### src/rtl/serial_dram_bridge.sv
// serial_dram_bridge: parses framed UART read/write commands and issues
// single-beat MIG app-interface transactions, answering over the UART.
module serial_dram_bridge #(
    parameter int ADDR_WIDTH     = 28,
    parameter int DATA_WIDTH     = 128,
    parameter int TIMEOUT_CYCLES = 10_000_000
) (
    input  logic                    ui_clk,
    input  logic                    sys_rst,
    input  logic [7:0]              rx_data,
    input  logic                    rx_valid,
    output logic [7:0]              tx_data,
    output logic                    tx_valid,
    input  logic                    tx_ready,
    output logic [ADDR_WIDTH-1:0]   app_addr,
    output logic [2:0]              app_cmd,
    output logic                    app_en,
    input  logic                    app_rdy,
    output logic [DATA_WIDTH-1:0]   app_wdf_data,
    output logic [DATA_WIDTH/8-1:0] app_wdf_mask,
    output logic                    app_wdf_wren,
    output logic                    app_wdf_end,
    input  logic                    app_wdf_rdy,
    input  logic [DATA_WIDTH-1:0]   app_rd_data,
    input  logic                    app_rd_data_valid,
    output logic                    busy,
    output logic                    err_overrun
);

    localparam int AB = (ADDR_WIDTH + 7) / 8;
    localparam int DB = DATA_WIDTH / 8;
    localparam int NB = (AB > DB) ? AB : DB;
    localparam int CW = (NB > 1) ? $clog2(NB) : 1;
    localparam int TW = $clog2(TIMEOUT_CYCLES + 1);

    localparam logic [CW-1:0] AB_LAST  = CW'(AB - 1);
    localparam logic [CW-1:0] DB_LAST  = CW'(DB - 1);
    localparam logic [TW-1:0] TMO_LAST = TW'(TIMEOUT_CYCLES - 1);

    localparam logic [7:0] CH_W    = 8'h57;
    localparam logic [7:0] CH_R    = 8'h52;
    localparam logic [7:0] CH_ACK  = 8'h4B;
    localparam logic [7:0] CH_BAD  = 8'h3F;
    localparam logic [7:0] CH_TMO  = 8'h21;

    typedef enum logic [3:0] {
        S_IDLE, S_ADDR, S_WDATA, S_WISSUE, S_TXACK,
        S_RISSUE, S_RWAIT, S_TXDATA, S_TXERR
    } state_t;

    state_t                  state_q, state_d;
    logic                    rd_q, rd_d;
    logic [ADDR_WIDTH-1:0]   addr_q, addr_d;
    logic [DATA_WIDTH-1:0]   wdata_q, wdata_d;
    logic [DATA_WIDTH-1:0]   rdata_q, rdata_d;
    logic [CW-1:0]           cnt_q, cnt_d;
    logic [TW-1:0]           tmo_q, tmo_d;
    logic                    en_pend_q, en_pend_d;
    logic                    wr_pend_q, wr_pend_d;
    logic [7:0]              err_byte_q, err_byte_d;
    logic                    ovr_q, ovr_d;

    // State and datapath registers, cleared asynchronously.
    always_ff @(posedge ui_clk or negedge sys_rst) begin
        if (!sys_rst) begin
            state_q    <= S_IDLE;
            rd_q       <= 1'b0;
            addr_q     <= '0;
            wdata_q    <= '0;
            rdata_q    <= '0;
            cnt_q      <= '0;
            tmo_q      <= '0;
            en_pend_q  <= 1'b0;
            wr_pend_q  <= 1'b0;
            err_byte_q <= '0;
            ovr_q      <= 1'b0;
        end else begin
            state_q    <= state_d;
            rd_q       <= rd_d;
            addr_q     <= addr_d;
            wdata_q    <= wdata_d;
            rdata_q    <= rdata_d;
            cnt_q      <= cnt_d;
            tmo_q      <= tmo_d;
            en_pend_q  <= en_pend_d;
            wr_pend_q  <= wr_pend_d;
            err_byte_q <= err_byte_d;
            ovr_q      <= ovr_d;
        end
    end

    // Next-state logic: frame parsing, app handshakes, tx sequencing, timeout.
    always_comb begin
        state_d    = state_q;
        rd_d       = rd_q;
        addr_d     = addr_q;
        wdata_d    = wdata_q;
        rdata_d    = rdata_q;
        cnt_d      = cnt_q;
        tmo_d      = '0;
        en_pend_d  = en_pend_q;
        wr_pend_d  = wr_pend_q;
        err_byte_d = err_byte_q;
        ovr_d      = ovr_q;

        if ((state_q == S_ADDR || state_q == S_WDATA) && !rx_valid)
            tmo_d = tmo_q + TW'(1);

        if (rx_valid && state_q != S_IDLE && state_q != S_ADDR && state_q != S_WDATA)
            ovr_d = 1'b1;

        case (state_q)
            S_IDLE: begin
                cnt_d = '0;
                if (rx_valid) begin
                    if (rx_data == CH_W) begin
                        rd_d    = 1'b0;
                        state_d = S_ADDR;
                    end else if (rx_data == CH_R) begin
                        rd_d    = 1'b1;
                        state_d = S_ADDR;
                    end else begin
                        err_byte_d = CH_BAD;
                        state_d    = S_TXERR;
                    end
                end
            end
            S_ADDR: begin
                if (rx_valid) begin
                    addr_d = (addr_q << 8) | ADDR_WIDTH'(rx_data);
                    if (cnt_q == AB_LAST) begin
                        cnt_d   = '0;
                        state_d = rd_q ? S_RISSUE : S_WDATA;
                    end else begin
                        cnt_d = cnt_q + CW'(1);
                    end
                end else if (tmo_q == TMO_LAST) begin
                    err_byte_d = CH_TMO;
                    state_d    = S_TXERR;
                end
            end
            S_WDATA: begin
                if (rx_valid) begin
                    wdata_d[cnt_q*8 +: 8] = rx_data;
                    if (cnt_q == DB_LAST) begin
                        cnt_d     = '0;
                        en_pend_d = 1'b1;
                        wr_pend_d = 1'b1;
                        state_d   = S_WISSUE;
                    end else begin
                        cnt_d = cnt_q + CW'(1);
                    end
                end else if (tmo_q == TMO_LAST) begin
                    err_byte_d = CH_TMO;
                    state_d    = S_TXERR;
                end
            end
            S_WISSUE: begin
                // Command and write data retire independently; leave once both are gone.
                en_pend_d = en_pend_q & ~app_rdy;
                wr_pend_d = wr_pend_q & ~app_wdf_rdy;
                if (!en_pend_d && !wr_pend_d)
                    state_d = S_TXACK;
            end
            S_TXACK: if (tx_ready) state_d = S_IDLE;
            S_RISSUE: if (app_rdy) state_d = S_RWAIT;
            S_RWAIT: begin
                if (app_rd_data_valid) begin
                    rdata_d = app_rd_data;
                    cnt_d   = '0;
                    state_d = S_TXDATA;
                end
            end
            S_TXDATA: begin
                if (tx_ready) begin
                    if (cnt_q == DB_LAST) state_d = S_IDLE;
                    else                  cnt_d   = cnt_q + CW'(1);
                end
            end
            S_TXERR: if (tx_ready) state_d = S_IDLE;
            default: state_d = S_IDLE;
        endcase
    end

    // Output decode from registered state.
    always_comb begin
        tx_data = '0;
        case (state_q)
            S_TXACK:  tx_data = CH_ACK;
            S_TXERR:  tx_data = err_byte_q;
            S_TXDATA: tx_data = rdata_q[cnt_q*8 +: 8];
            default:  tx_data = '0;
        endcase
    end

    assign tx_valid     = (state_q == S_TXACK) || (state_q == S_TXERR) || (state_q == S_TXDATA);
    assign app_addr     = addr_q;
    assign app_cmd      = {2'b00, rd_q};
    assign app_en       = (state_q == S_RISSUE) || ((state_q == S_WISSUE) && en_pend_q);
    assign app_wdf_data = wdata_q;
    assign app_wdf_mask = '0;
    assign app_wdf_wren = (state_q == S_WISSUE) && wr_pend_q;
    assign app_wdf_end  = app_wdf_wren;
    assign busy         = (state_q != S_IDLE);
    assign err_overrun  = ovr_q;

endmodule

### config.mk
export PLATFORM = sky130hd
export DESIGN_NAME = serial_dram_bridge
export DESIGN_NICKNAME = d
export VERILOG_FILES = /design/src/rtl/serial_dram_bridge.sv
export SDC_FILE = /design/constraint.sdc
export NUM_CORES = 1
export LEC_CHECK = 0
export ABC_AREA = 1
export BUFFER_PORTS_ARGS = -buffer_cell sky130_fd_sc_hd__buf_4
export CORE_MARGIN = 10
export CORE_UTILIZATION = 54
export CTS_CLUSTER_SIZE = 30
export DETAILED_ROUTE_END_ITERATION = 8
export HOLD_SLACK_MARGIN = 0.05
export PLACE_DENSITY = 0.8
export SYNTH_ARGS = -nofsm -noshare
export SYNTH_HDL_FRONTEND = slang
export SYNTH_SLANG_ARGS = --single-unit
### constraint.sdc
create_clock -name ui_clk -period 3.22 [get_ports ui_clk]
set_input_delay 0.483 -clock ui_clk [delete_from_list [all_inputs] [get_ports ui_clk]]
set_output_delay 0.483 -clock ui_clk [all_outputs]
set_load 0.01 [all_outputs]
# After elaboration in Yosys (flattened, before gate mapping)
# Cells that the tools add are included.
# totals
mem_bits_ro,0
memories,0
input_bits,143
mem_bits_rw,0
latch_bits,0
reg_bits,328
# classes
mux,39
reduce_logical,30
n_addsub,3
div_mod_pow,0
n_eq_ne,32
bitwise,5
order_cmp,0
mul,0
n_shift,3
# ops
cell,n
128-bit bitwise mux,1
8-bit by 34-bit variable shift with 128-bit output (first input constant),1
128-bit by 8-bit indexed part select with 8-bit output,1
8-bit by 34-bit indexed part select with 128-bit output,1
4-bit 2-to-1 mux,21
8-bit 2-to-1 mux,5
7-bit negation with 34-bit output,1
4-bit case mux with 8 select lines,1
28-bit by 8-bit bitwise OR with 28-bit output,1
24-bit by 1-bit adder with 24-bit output (second input constant),1
24-bit equality test (second input constant),1
24-bit 2-to-1 mux,1
2-bit inequality test (second input constant),12
8-bit case mux with 3 select lines,1
4-bit case mux with 5 select lines,1
4-bit by 3-bit equality test with 1-bit output (second input constant),4
8-bit by 7-bit equality test with 1-bit output (second input constant),2
8-bit case mux with 2 select lines,1
4-bit by 2-bit equality test with 1-bit output (second input constant),3
6-bit AND reduction,2
9-bit AND reduction,1
4-bit equality test (second input constant),2
1-bit logical AND,7
2-bit by 1-bit inequality test with 1-bit output (second input constant),3
19 further kinds,37

# Depth between registers and ports, before layout
# Gate-level depths: netlist of the first run.
# depth
word_depth,6
mapped_depth,12

# Worst setup path after synthesis of the first run
# No wires, ideal clock.
# synth_path
path_type,register -> register
from,register cnt_q[0]
to,register wdata_q[6] (netlist: app_wdf_data[6])
path_slack_ps,639
required_ps,3089
path_stages_with_launch,13
setup_ps,131
arrival_time_ps,2451
cell_sequence,dfrtp_1 -> inv_1 -> clkbuf_1 -> clkbuf_1 -> ha_1 -> buf_2 -> clkinv_1 -> nand2_1 -> nor4_1 -> nand2_1 -> clkbuf_1 -> nand2_1 -> o21ai_0
# synth_between
elab_chain_cells,3
# synth_lines
item,line,text
from (decl),56,"logic [CW-1:0] cnt_q, cnt_d;"
from (signal assigned),83,cnt_q <= cnt_d;
7-bit negation with 34-bit output *,144,wdata_d[cnt_q*8 +: 8] = rx_data;
8-bit by 34-bit indexed part select with 128-bit output / 8-bit by 34-bit variable shift with 128-bit output (equally long branches),144,
128-bit bitwise mux *,144,
to (signal assigned),81,wdata_q <= wdata_d;
to (decl),54,"logic [DATA_WIDTH-1:0] wdata_q, wdata_d;"
# Every way passes the cells marked *; elsewhere a longest branch is shown, timed or not.
# A chain may end at the register's enable or synchronous reset.

# Final worst setup path of the first run
# layout_path
from,register cnt_q[1]
to,output port tx_data[5]
# layout_between
elab_chain_cells,2
# layout_lines
item,line,text
128-bit by 8-bit indexed part select with 8-bit output,191,S_TXDATA: tx_data = rdata_q[cnt_q*8 +: 8];
8-bit case mux with 3 select lines,188,case (state_q)
to (decl),12,"output logic [7:0] tx_data,"
# No other way between the ends.

==> results of run 1 <==
==> cells in the mapped netlist (2+ instances only) <==
cell type  count
nand2_1      327
dfrtp_1      322
o21ai_0      202
nor2_1       144
mux2_2       128
nand3_1       62
inv_1         61
clkbuf_1      37
a21oi_1       32
buf_4         22
o22ai_1       19
buf_2         18
nand4_1       17
a31oi_1       16
nor3_1        16
buf_6         15
o21ai_1       13
ha_1           6
xor2_1         6
clkinv_1       5
nor2_2         5
nand3_2        4
a21o_1         3
nand3_4        3
xnor2_1        3
a211oi_1       2
nand2_2        2
nor4_1         2
==> critical path, stage by stage, from the launching register on <==
cell and delay, ns:
dfrtp_1 0.38, buf_4 0.19, clkinv_1 0.16, buf_6 0.27, o21ai_0 0.16, o21ai_0 0.37
nand2_1 0.09, nand4_1 0.10, nand2_1 0.05, nand2_1 0.07, buf_4 0.13
==> power by group <==
part	switching [mW]	internal, mW	total [mW]
sequential	0.137	4.24	4.38
combinational	1.33	0.774	2.11
clock	1.57	2.35	3.92
total	3.04	7.37	10.4
==> through the flow <==
stage	power [mW]	cell area, µm²	hold WS, ns
after floorplan	5.60	14500	0.187
after global placement	6.50	17000	0.446
after detailed placement	6.54	17000	0.448
after CTS	10.5	18200	0.187
after global routing	10.9	18200	0.186
final	10.4	18200	0.202
==> worst min-delay path by stage <==
stage,to,depth (start not counted),from,slack (ns)
global route,rdata_q[123],2,app_rd_data[123],0.19
finish,rdata_q[64],2,app_rd_data[64],0.20
floorplan,app_addr[0],0,sys_rst,0.19
CTS,rdata_q[41],2,app_rd_data[41],0.19
detailed placement,err_overrun,1,err_overrun,0.45
global placement,err_overrun,1,err_overrun,0.45
==> cell usage in the layout, fill, tap and decap left out, types with 3 or more instances in the layout <==
cell / instances
mux2_2: 128
clkbuf_8: 6
nand3_2: 4
nor3_1: 16
xnor2_1: 3
buf_12: 5
xor2_1: 6
clkbuf_16: 36
nand3_1: 62
nand2_1: 326
clkbuf_1: 9
o21ai_1: 14
nand3_4: 3
o22ai_1: 19
clkinv_1: 5
nand4_1: 17
ha_1: 6
buf_4: 332
a21oi_1: 32
nor2_1: 144
dfrtp_1: 321
a31oi_1: 16
nor2_2: 5
a21o_1: 3
o21ai_0: 201
inv_1: 60
conb_1: 18
==> repair_timing <==
| item | CTS | global route |
|---|---|---|
| gates resized for setup | 0 | 2 |
| buffers inserted | 0 | 0 |
| endpoints found under the hold margin | 75 | 0 |
| setup endpoints to repair | 0 | 2 |
| hold buffers | 1 | 0 |
==> cell families after synthesis <==
kind of cell	share of synthesized area, %
DFF	55.6
xor gates and xnor gates	0.734
AOI/OAI and AO/OA	10.5
and+or+nand+nor	17.0
adders and majority gates	0.518
muxes	9.95
other	0.0259
buffers and inverters	5.65
==> registers in the layout (all words and copies together), names as in the netlist <==
register,count
app_addr,28
app_wdf_data,128
cnt_q,4
en_pend_q,1
err_byte_q,2
err_overrun,1
rd_q,1
rdata_q,128
state_q,4
tmo_q,24
wr_pend_q,1
==> layer usage <==
layer / global-route usage, % / vias up
met5: 0 / -
met4: 9.87 / 0
met3: 6.13 / 97
met2: 42.1 / 607
met1: 31.7 / 5911
li1: - / 5604
==> area by class of cell <==
type	count	area share, %
Sequential cell	322	44.4
Multi-Input combinational cell	1039	31.3
Timing Repair Buffer	340	14.5
Clock buffer	51	5.60
Tap cell	335	2.31
Inverter	67	1.38
Clock inverter	8	0.606
==> summary.md, run 1 <==
| Metric | Value |
|---|---|
| Clk buf depth | `3` |
| Vias | `12.2k` |
| RePlAce Congestion | `0.940` |
| # diodes | `0` |
| Die W | `~180 µm` |
| Final hold violations | `0` |
| Pre-antenna DRT Iters | `6` |
| Maximum clock rate | `336 MHz` |
| Synth warn | `0` |
| R2r endpoint | `app_wdf_data[50]` |
| Worst R2R Path Depth | `9` |
| Top cells by area, synth | `dfrtp_1 56%, mux2_2 10%, nand2_1 8.5%` |
| Root buffer cell | `clkbuf_16` |
| CTS tree | `done` |
| Layout cells sized above 1 | `29.5%` |
| Final core utilization | `between 60% and 70%` |
| CTS Sinks | `322` |
| Syn avg cell area | `9.63 µm²` |
| Synthesized area | `14500 µm²` |
| Worst Max-Slew Pin Slew | `around 0.75 ns` |
| Wirelength per Cell | `20.5 µm` |
| Post-route clock period utilization | `92.4%` |
| Initial DRC Count | `1164` |
| Fillcell total | `1996` |
| Area Overhead vs Synth | `25.5%` |
| Synth area leader | `dfrtp_1` |
| Clock Skew | `between 0.01 and 0.015 ns` |
| ANT nets after route | `0` |
| Non-filler instance count after layout | `2162` |
| Status | `complete, no violations` |
| Reg area | `8060 µm²` |
| CTS buffer count | `35` |
| Initial antenna violation count | `0` |
| RSZ-0062 raised after global routing | `no` |
| Max Used Layer | `met4` |
| Post-synth top area share | `55.6%` |
| Met2 WL | `21.2 mm` |
| Global Route Usage Sum | `25.4%` |
| P_leak | `9.18 nW` |
| Worst setup path class | `register to output pin` |
| Die H | `184 µm` |
| Clk slew on worst S/H paths | `0.06 ns` |
| Total gr overflow | `0` |
| Max rail drop VDD | `~0.00037 V` |
| Number of vias per cell | `5.65` |
| Slew headroom | `49.7%` |
| Post-synth EDFFs | `0` |
| Largest net degree at the start of global routing | `just over 80` |
| Ports | `332` |
| FF+latch count, synth | `322` |
| Dpl ws | `about 0.48 ns` |
| Final setup viols | `0` |
| First-pass GRT wire length | `around 70 mm` |
| IO buf count | `313` |
| Clk_lat worst skew | `about 0.5 ns` |
| Initial core utilization | `55.3%` |
| Final min period | `2.98 ns` |
| Worst path required time | `2.74 ns` |
| Synth Flop Type | `dfrtp_1` |
| DRC | `0` |
| DRT Wirelength | `between 40 and 50 mm` |
| Reg2Reg Setup Slack | `~0.40 ns` |
| Full die area | `around 34000 µm²` |
| Fin worst setup slack | `0.244 ns` |
| Nets | `1954` |
| Worst Path Max Fanout | `31` |
| Setup TNS | `0 ns` |
| Row Count | `approximately 60` |
| Asr flop ratio synth | `between 90% and 100%` |
| Core Area | `26200 µm²` |
| Slew Viols, Final | `0` |
| Startpoint Class | `register` |
| Post-synthesis sequential area ratio | `55.6%` |
| Min-delay worst type | `primary input to register` |
| HPWL Detailed | `32.8 mm` |
| Mapped Cells | `roughly 1.5k` |
| Count of cell types in the netlist | `40` |
| Met1 Routed Length | `17.5 mm` |
| WL met3 | `3.93 mm` |
| Last element of the critical path | `tx_data[5]` |
| H-tree levels | `2` |
| Crit. End Element | `output pin` |
| Max cap viols | `0` |
| Critical path arrival | `2.49 ns` |
| R2R Path Start | `cnt_q[1]` |
| Vias in the first global route | `~12k` |
| Area of the multi-input gates | `~5700 µm²` |
| Crit path from | `cnt_q[1]` |
| DP Cell Count | `around 2.1k` |
| Cell Pwr Density | `573 nW/µm²` |
(Power assumes the default switching activity.)
==> inputs of run 2 (changes only) <==
--- a/config.mk
+++ b/config.mk
@@ -7,6 +7,7 @@
 export LEC_CHECK = 0
 export ABC_AREA = 1
 export BUFFER_PORTS_ARGS = -buffer_cell sky130_fd_sc_hd__buf_4
+export CORE_ASPECT_RATIO = 1.75
 export CORE_MARGIN = 10
 export CORE_UTILIZATION = 54
 export CTS_CLUSTER_SIZE = 30
==> run 2 against run 1 <==
Against the previous run: sequential power is essentially flat; wire length shrank 3.2%; worst setup slack lost 0.13 ns; clock-buffer cell count shrank 11; global-route usage shrank 1.1 points; critical path type unchanged.
==> summary.md, run 2 (same netlist as run 1, synthesis figures left out) <==
| Metric | Value |
|---|---|
| Worst path cell trace | `inv_2, buf_12, o21ai_0, o22ai_1, nand2_1, nand4_1, nand2_1, nand2_1, buf_4 (was buf_4, clkinv_1, buf_6, o21ai_0, o21ai_0, nand2_1, nand4_1, nand2_1, nand2_1, buf_4)` |
| CTS buffer count | `29 (was 35)` |
| Worst R2R Path Depth | `9 (unchanged)` |
| Root buffer cell | `clkbuf_16 (unchanged)` |
| Layout cells sized above 1 | `29.2% (was 29.5%)` |
| Met2 Use GR | `44.4% (was 42.1%)` |
| Initial core utilization | `54.7% (was 55.3%)` |
| Clock Power Share | `36.5% (was 37.7%)` |
| P_leak | `9.12 nW (was 9.18 nW)` |
| Maximum clock rate | `322 MHz (was 336 MHz)` |
| Full die area | `34000 µm² (was 33800 µm²)` |
| Internal power | `7.22 mW (was 7.37 mW)` |
| Worst setup path class | `register to output pin (unchanged)` |
| Met3 GRT Util | `4.97% (was 6.13%)` |
| DRC | `0 (unchanged)` |
| Initial DRC Count | `843 (was 1164)` |
| Fin Hold WS | `0.133 ns (was 0.202 ns)` |
| Net Sw Frac | `29.1% (was 29.2%)` |
| Ports | `332 (unchanged)` |
| Vias | `11.9k (was 12.2k)` |
| GR peak layer | `met2 (unchanged)` |
| WP depth | `9 (was 10)` |
| Wirelength per Cell | `20.0 µm (was 20.5 µm)` |
| Max cap viols | `0 (unchanged)` |
| RePlAce Congestion | `0.898 (was 0.940)` |
| # diodes | `0 (unchanged)` |
| Largest net degree at the start of global routing | `129 (was 82)` |
| Max rail drop VDD | `0.000514 V (was 0.000370 V)` |
| CTS Sinks | `322 (unchanged)` |
| Clk slew on worst S/H paths | `0.07 ns (was 0.06 ns)` |
| Final setup viols | `0 (unchanged)` |
| Total gr overflow | `0 (unchanged)` |
| Worst Path Max Fanout | `68 (was 31)` |
| Pre-antenna DRT Iters | `7 (was 6)` |
| Delay-heaviest family, CP | `flip-flops (was buffers and inverters)` |
| ANT nets after route | `0 (unchanged)` |
| Row Count | `79 (was 59)` |
| Cell Pwr Density | `566 nW/µm² (was 573 nW/µm²)` |
| Die W | `144 µm (was 184 µm)` |
| Initial antenna violation count | `0 (unchanged)` |
| Global Route Usage Sum | `24.3% (was 25.4%)` |
| Startpoint Class | `register (unchanged)` |
| Core Area | `26500 µm² (was 26200 µm²)` |
| Slew Viols, Final | `0 (unchanged)` |
| HPWL Detailed | `32.3 mm (was 32.8 mm)` |
| Final min period | `3.11 ns (was 2.98 ns)` |
| H-tree levels | `1 (was 2)` |
| Crit-path most repeated cell | `nand2_1 (unchanged)` |
| Final hold violations | `0 (unchanged)` |
| Post-route clock period utilization | `96.5% (was 92.4%)` |
| Post CTS Setup Buffer Count | `0 (unchanged)` |
| Clock Skew | `0.0301 ns (was 0.0118 ns)` |
| Commonest non-fill, non-tap cell in the layout | `nand2_1 (was buf_4)` |
| Min-delay worst type | `primary input to register (unchanged)` |
| Worst Max-Slew Pin Slew | `0.985 ns (was 0.750 ns)` |
| Slowest-stage cell, CP | `dfrtp_2 (was dfrtp_1)` |
| Slew headroom | `34.3% (was 49.7%)` |
| Clk buf depth | `3 (unchanged)` |
| CTS tree | `done (unchanged)` |
| Crit-path max cell delay | `0.57 ns (was 0.38 ns)` |
| Crit. End Element | `output pin (unchanged)` |
| Critical path arrival | `2.63 ns (was 2.49 ns)` |
| Net load switching power | `2.97 mW (was 3.04 mW)` |
| First-pass GRT wire length | `65.1 mm (was 68.4 mm)` |
| Die H | `237 µm (was 184 µm)` |
| RSZ-0062 raised after global routing | `no (unchanged)` |
| Vias in the first global route | `12.0k (was 12.3k)` |
| Hold Path Depth | `2 (unchanged)` |
| IO buf count | `313 (unchanged)` |
| Clk_lat worst skew | `0.58 ns (was 0.51 ns)` |
| Worst path required time | `2.74 ns (about the same)` |
| Sequential Power Share | `43.2% (was 42.1%)` |
| WP buf/inv | `3 (was 4)` |
| Number of vias per cell | `5.57 (was 5.65)` |
| Area Overhead vs Synth | `24.5% (was 25.5%)` |
| Most frequent cells in the layout | `326 x nand2_1, 323 x buf_4, 321 x dfrtp_1 (was 332 x buf_4, 326 x nand2_1, 321 x dfrtp_1)` |
| Nets | `1940 (was 1954)` |
| Comb pwr share | `20.2% (about the same)` |
| Status | `complete, no violations (unchanged)` |
| Met1 Use GR | `25.2% (was 31.7%)` |
| Setup TNS | `0 ns (unchanged)` |
| DRT Wirelength | `42.8 mm (was 44.3 mm)` |
[run 2: cell count changes in the layout (fill, tap and decap cells not counted), moves of 2 or more]
cell       delta
buf_4         -9
clkbuf_16     -7
clkbuf_1      -4
bufinv_16     +3
clkinv_2      +3
buf_12        +2
[run 2: power groups by stage]
stage	clock network, mW	registers, mW	logic, mW
2_1_floorplan	0	4.46	1.14
4_1_cts	3.78	4.40	2.08
5_1_grt	3.93	4.43	2.27
3_5_place_dp	0	4.48	2.06
3_3_place_gp	0	4.47	2.02
6_report	3.73	4.41	2.06
[run 2: worst reg2reg max path, stage by stage (launching register included)]
cell	delay, ns
dfrtp_2	0.63
inv_2	0.12
ha_1	0.30
buf_4	0.22
clkinv_1	0.13
buf_4	0.22
nor2_2	0.26
nand3_1	0.44
nand2_1	0.19
o21ai_0	0.11
[run 2: stage by stage]
| stage | instance area (µm²) | total power [mW] | utilization [%] | std cells | setup WS [ns] |
|---|---|---|---|---|---|
| floorplan | 14500 | 5.60 | - | 1521 | 0.639 |
| global placement | 17000 | 6.49 | 64.1 | 2083 | 0.670 |
| detailed placement | 17000 | 6.54 | 64.1 | 2083 | 0.543 |
| CTS | 18000 | 10.3 | 68.0 | 2138 | 0.0898 |
| global route | 18000 | 10.6 | 68.0 | 2138 | 0.0186 |
| finish | 18000 | 10.2 | 68.0 | 2138 | 0.112 |
[run 2: layer usage]
metal,up-vias,part of all wire (%)
met5,-,0
met2,478,53
met4,0,5.1
met1,5752,35
li1,5578,-
met3,107,7.1
[run 2: timing repair]
item / 4_1_cts / 5_1_grt
setup endpoints to repair: 0 / 2
hold buffers: 1 / 0
gates resized for setup: 0 / 2
endpoints found under the hold margin: 95 / 0
[run 2: worst paths after layout]
check                                startpoint                to  slack [ns]
worst max-delay path                   cnt_q[0]        tx_data[6]        0.11
worst min-delay path            app_rd_data[98]       rdata_q[98]        0.13
worst max register to register         cnt_q[0]  app_wdf_data[49]        0.48
worst min register to register      err_overrun       err_overrun        0.47
max in group asynchronous               sys_rst  app_wdf_data[71]        1.77
min in group asynchronous               sys_rst  app_wdf_data[61]        0.54
[run 2: final cells by class]
cell class	count	area (µm²)
multi-input combinational	1039	5680
tap	324	405
clock buffer	40	827
timing repair buffer	332	2590
clock inverter	14	208
sequential	322	8060
fill	2058	8470
inverter	67	251
==> inputs of run 3 (changes only) <==
==> constraint.sdc (replaced) <==
create_clock -name ui_clk -period 2.9 [get_ports ui_clk]
set_input_delay 0.435 -clock ui_clk [delete_from_list [all_inputs] [get_ports ui_clk]]
set_output_delay 0.435 -clock ui_clk [all_outputs]
set_load 0.01 [all_outputs]
==> run 3 against run 2 <==
Against the previous run: cell count increased by 0.14%; worst setup slack got worse by 0.012 ns; via count increased by 0.87%; critical path type unchanged; largest cell class unchanged; largest power group unchanged.
==> summary.md, run 3 (same netlist as run 1, synthesis figures left out) <==
| Metric | Value |
|---|---|
| Status | `complete, no violations (unchanged)` |
| IO buf count | `313 (unchanged)` |
| Slew Viols, Final | `0 (unchanged)` |
| Slowest-stage cell, CP | `dfrtp_2 (unchanged)` |
| Worst Path Max Fanout | `68 (unchanged)` |
| RePlAce Congestion | `0.944 (was 0.898)` |
| Layout cells sized above 1 | `29.3% (was 29.2%)` |
| DRC | `0 (unchanged)` |
| Startpoint Class | `register (unchanged)` |
| Fillcell total | `2132 (was 2058)` |
| Cell Pwr Density | `620 nW/µm² (was 566 nW/µm²)` |
| Ports | `332 (unchanged)` |
| Vias in the first global route | `12.4k (was 12.0k)` |
| Initial antenna violation count | `0 (unchanged)` |
| Initial DRC Count | `844 (was 843)` |
| Final min period | `about 2.8 ns` |
| Root buffer cell | `clkbuf_16 (unchanged)` |
| # diodes | `0 (unchanged)` |
| First-pass GRT wire length | `66.3 mm (was 65.1 mm)` |
| Nets | `1944 (was 1940)` |
| H-tree levels | `1 (unchanged)` |
| HPWL Detailed | `32.5 mm (was 32.3 mm)` |
| Crit-path max cell delay | `0.43 ns (was 0.57 ns)` |
| CTS buffer count | `29 (unchanged)` |
| CTS tree | `done (unchanged)` |
| Worst setup path class | `register to output pin (unchanged)` |
| Vias | `12.0k (was 11.9k)` |
| Worst Max-Slew Pin Slew | `0.729 ns (was 0.985 ns)` |
| Initial core utilization | `54.7% (unchanged)` |
| WP buf/inv | `3 (unchanged)` |
| Setup TNS | `0 ns (unchanged)` |
| ANT nets after route | `0 (unchanged)` |
| Total gr overflow | `0 (unchanged)` |
| Wirelength per Cell | `20.1 µm (was 20.0 µm)` |
| Final setup viols | `0 (unchanged)` |
| Row Count | `79 (unchanged)` |
| Dpl ws | `0.458 ns (was 0.543 ns)` |
| Clock Skew | `0.00862 ns (was 0.0301 ns)` |
| Slew headroom | `51.1% (was 34.3%)` |
| Largest net degree at the start of global routing | `79 (was 129)` |
| CTS Sinks | `322 (unchanged)` |
| Crit. End Element | `output pin (unchanged)` |
| Min-delay worst type | `primary input to register (unchanged)` |
| Crit-path most repeated cell | `nand2_1 (unchanged)` |
| P_leak | `9.12 nW (about the same)` |
| Final Power | `11.2 mW (was 10.2 mW)` |
| RSZ-0062 raised after global routing | `no (unchanged)` |
| Post-route clock period utilization | `96.5%` |
| Full die area | `34000 µm² (unchanged)` |
| Max rail drop VDD | `0.000506 V (was 0.000514 V)` |
| Fin worst setup slack | `0.100 ns (was 0.112 ns)` |
| Maximum clock rate | `357 MHz` |
| Pre-antenna DRT Iters | `7 (unchanged)` |
| Post CTS Setup Buffer Count | `0 (unchanged)` |
| Delay-heaviest family, CP | `compound AO/OA/AOI/OAI gates (was flip-flops)` |
| Clk slew on worst S/H paths | `0.07 ns (about the same)` |
| Final hold violations | `0 (unchanged)` |
| Commonest non-fill, non-tap cell in the layout | `nand2_1 (unchanged)` |
| Clk buf depth | `3 (unchanged)` |
| Worst path cell trace | `inv_2, buf_12, o21ai_0, o21ai_0, nand2_1, nand4_1, nand2_1, nand2_1, buf_4 (was inv_2, buf_12, o21ai_0, o22ai_1, nand2_1, nand4_1, nand2_1, nand2_1, buf_4)` |
| Max cap viols | `0 (unchanged)` |
| Number of vias per cell | `5.61 (was 5.57)` |
| DRT Wirelength | `43.1 mm (was 42.8 mm)` |
| Worst path required time | `2.47 ns (was 2.74 ns)` |
| Die W | `144 µm (unchanged)` |
| Critical path arrival | `2.36 ns (was 2.63 ns)` |
| Area Overhead vs Synth | `24.4% (was 24.5%)` |
| Global Route Usage Sum | `24.5% (was 24.3%)` |
| Most frequent cells in the layout | `326 x nand2_1, 325 x buf_4, 321 x dfrtp_1 (was 326 x nand2_1, 323 x buf_4, 321 x dfrtp_1)` |
| Core Area | `26500 µm² (unchanged)` |
| Clk_lat worst skew | `0.56 ns (was 0.58 ns)` |
| Die H | `237 µm (unchanged)` |
-- run 3: metal layers --
metal  track usage, %  share of wire [%]  vias up  wire [µm]
li1                 -                  -     5585          -
met3             4.95                7.1      121       3080
met1             26.2                 35     5782      15100
met2             43.8                 52      531      22600
met5                0                  0        -          0
met4             13.3                5.3        0       2290
-- run 3: timing repair --
item,4_1_cts,5_1_grt
hold endpoints to repair,60,0
hold buffers,1,0
resized for setup,1,5
cloned,0,0
endpoints found under the setup margin,4,4
-- run 3: final timing paths --
check                      slack [ns]                 to  depth (start not counted)             start
setup / recovery                 0.10         tx_data[5]                          9          cnt_q[0]
hold reg to reg                  0.48        err_overrun                          1       err_overrun
hold / removal                    0.1       rdata_q[115]                          2  app_rd_data[115]
max in group asynchronous        1.67  app_wdf_data[110]                          3           sys_rst
setup reg to reg                 0.39  app_wdf_data[121]                          7          cnt_q[0]
min in group asynchronous        0.40       app_addr[22]                          2           sys_rst
-- run 3: final cells by class --
class                      count  area [µm²]  area share (%)
sequential                   322        8060            44.7
tap                          324         405            2.25
timing repair buffer         336        2630            14.6
multi-input combinational   1039        5690            31.6
clock inverter                12         155           0.861
clock buffer                  41         821            4.56
inverter                      67         251            1.40
-- run 3: where the power goes --
part | total, mW | switching (mW) | internal [mW] | leakage [nW]
Clock | 3.98 | 1.72 | 2.25 | 0.479
Combinational | 2.34 | 1.46 | 0.880 | 4.21
Sequential | 4.86 | 0.151 | 4.71 | 4.43
-- run 3: stage by stage --
step | hold WS [ns] | util, % | area, µm² | cells
floorplan | 0.139 | - | 14500 | 1521
global placement | 0.407 | 64.2 | 17000 | 2087
detailed placement | 0.411 | 64.2 | 17000 | 2087
CTS | 0.0760 | 67.9 | 18000 | 2141
global route | 0.0832 | 68.0 | 18000 | 2141
finish | 0.0987 | 68.0 | 18000 | 2141
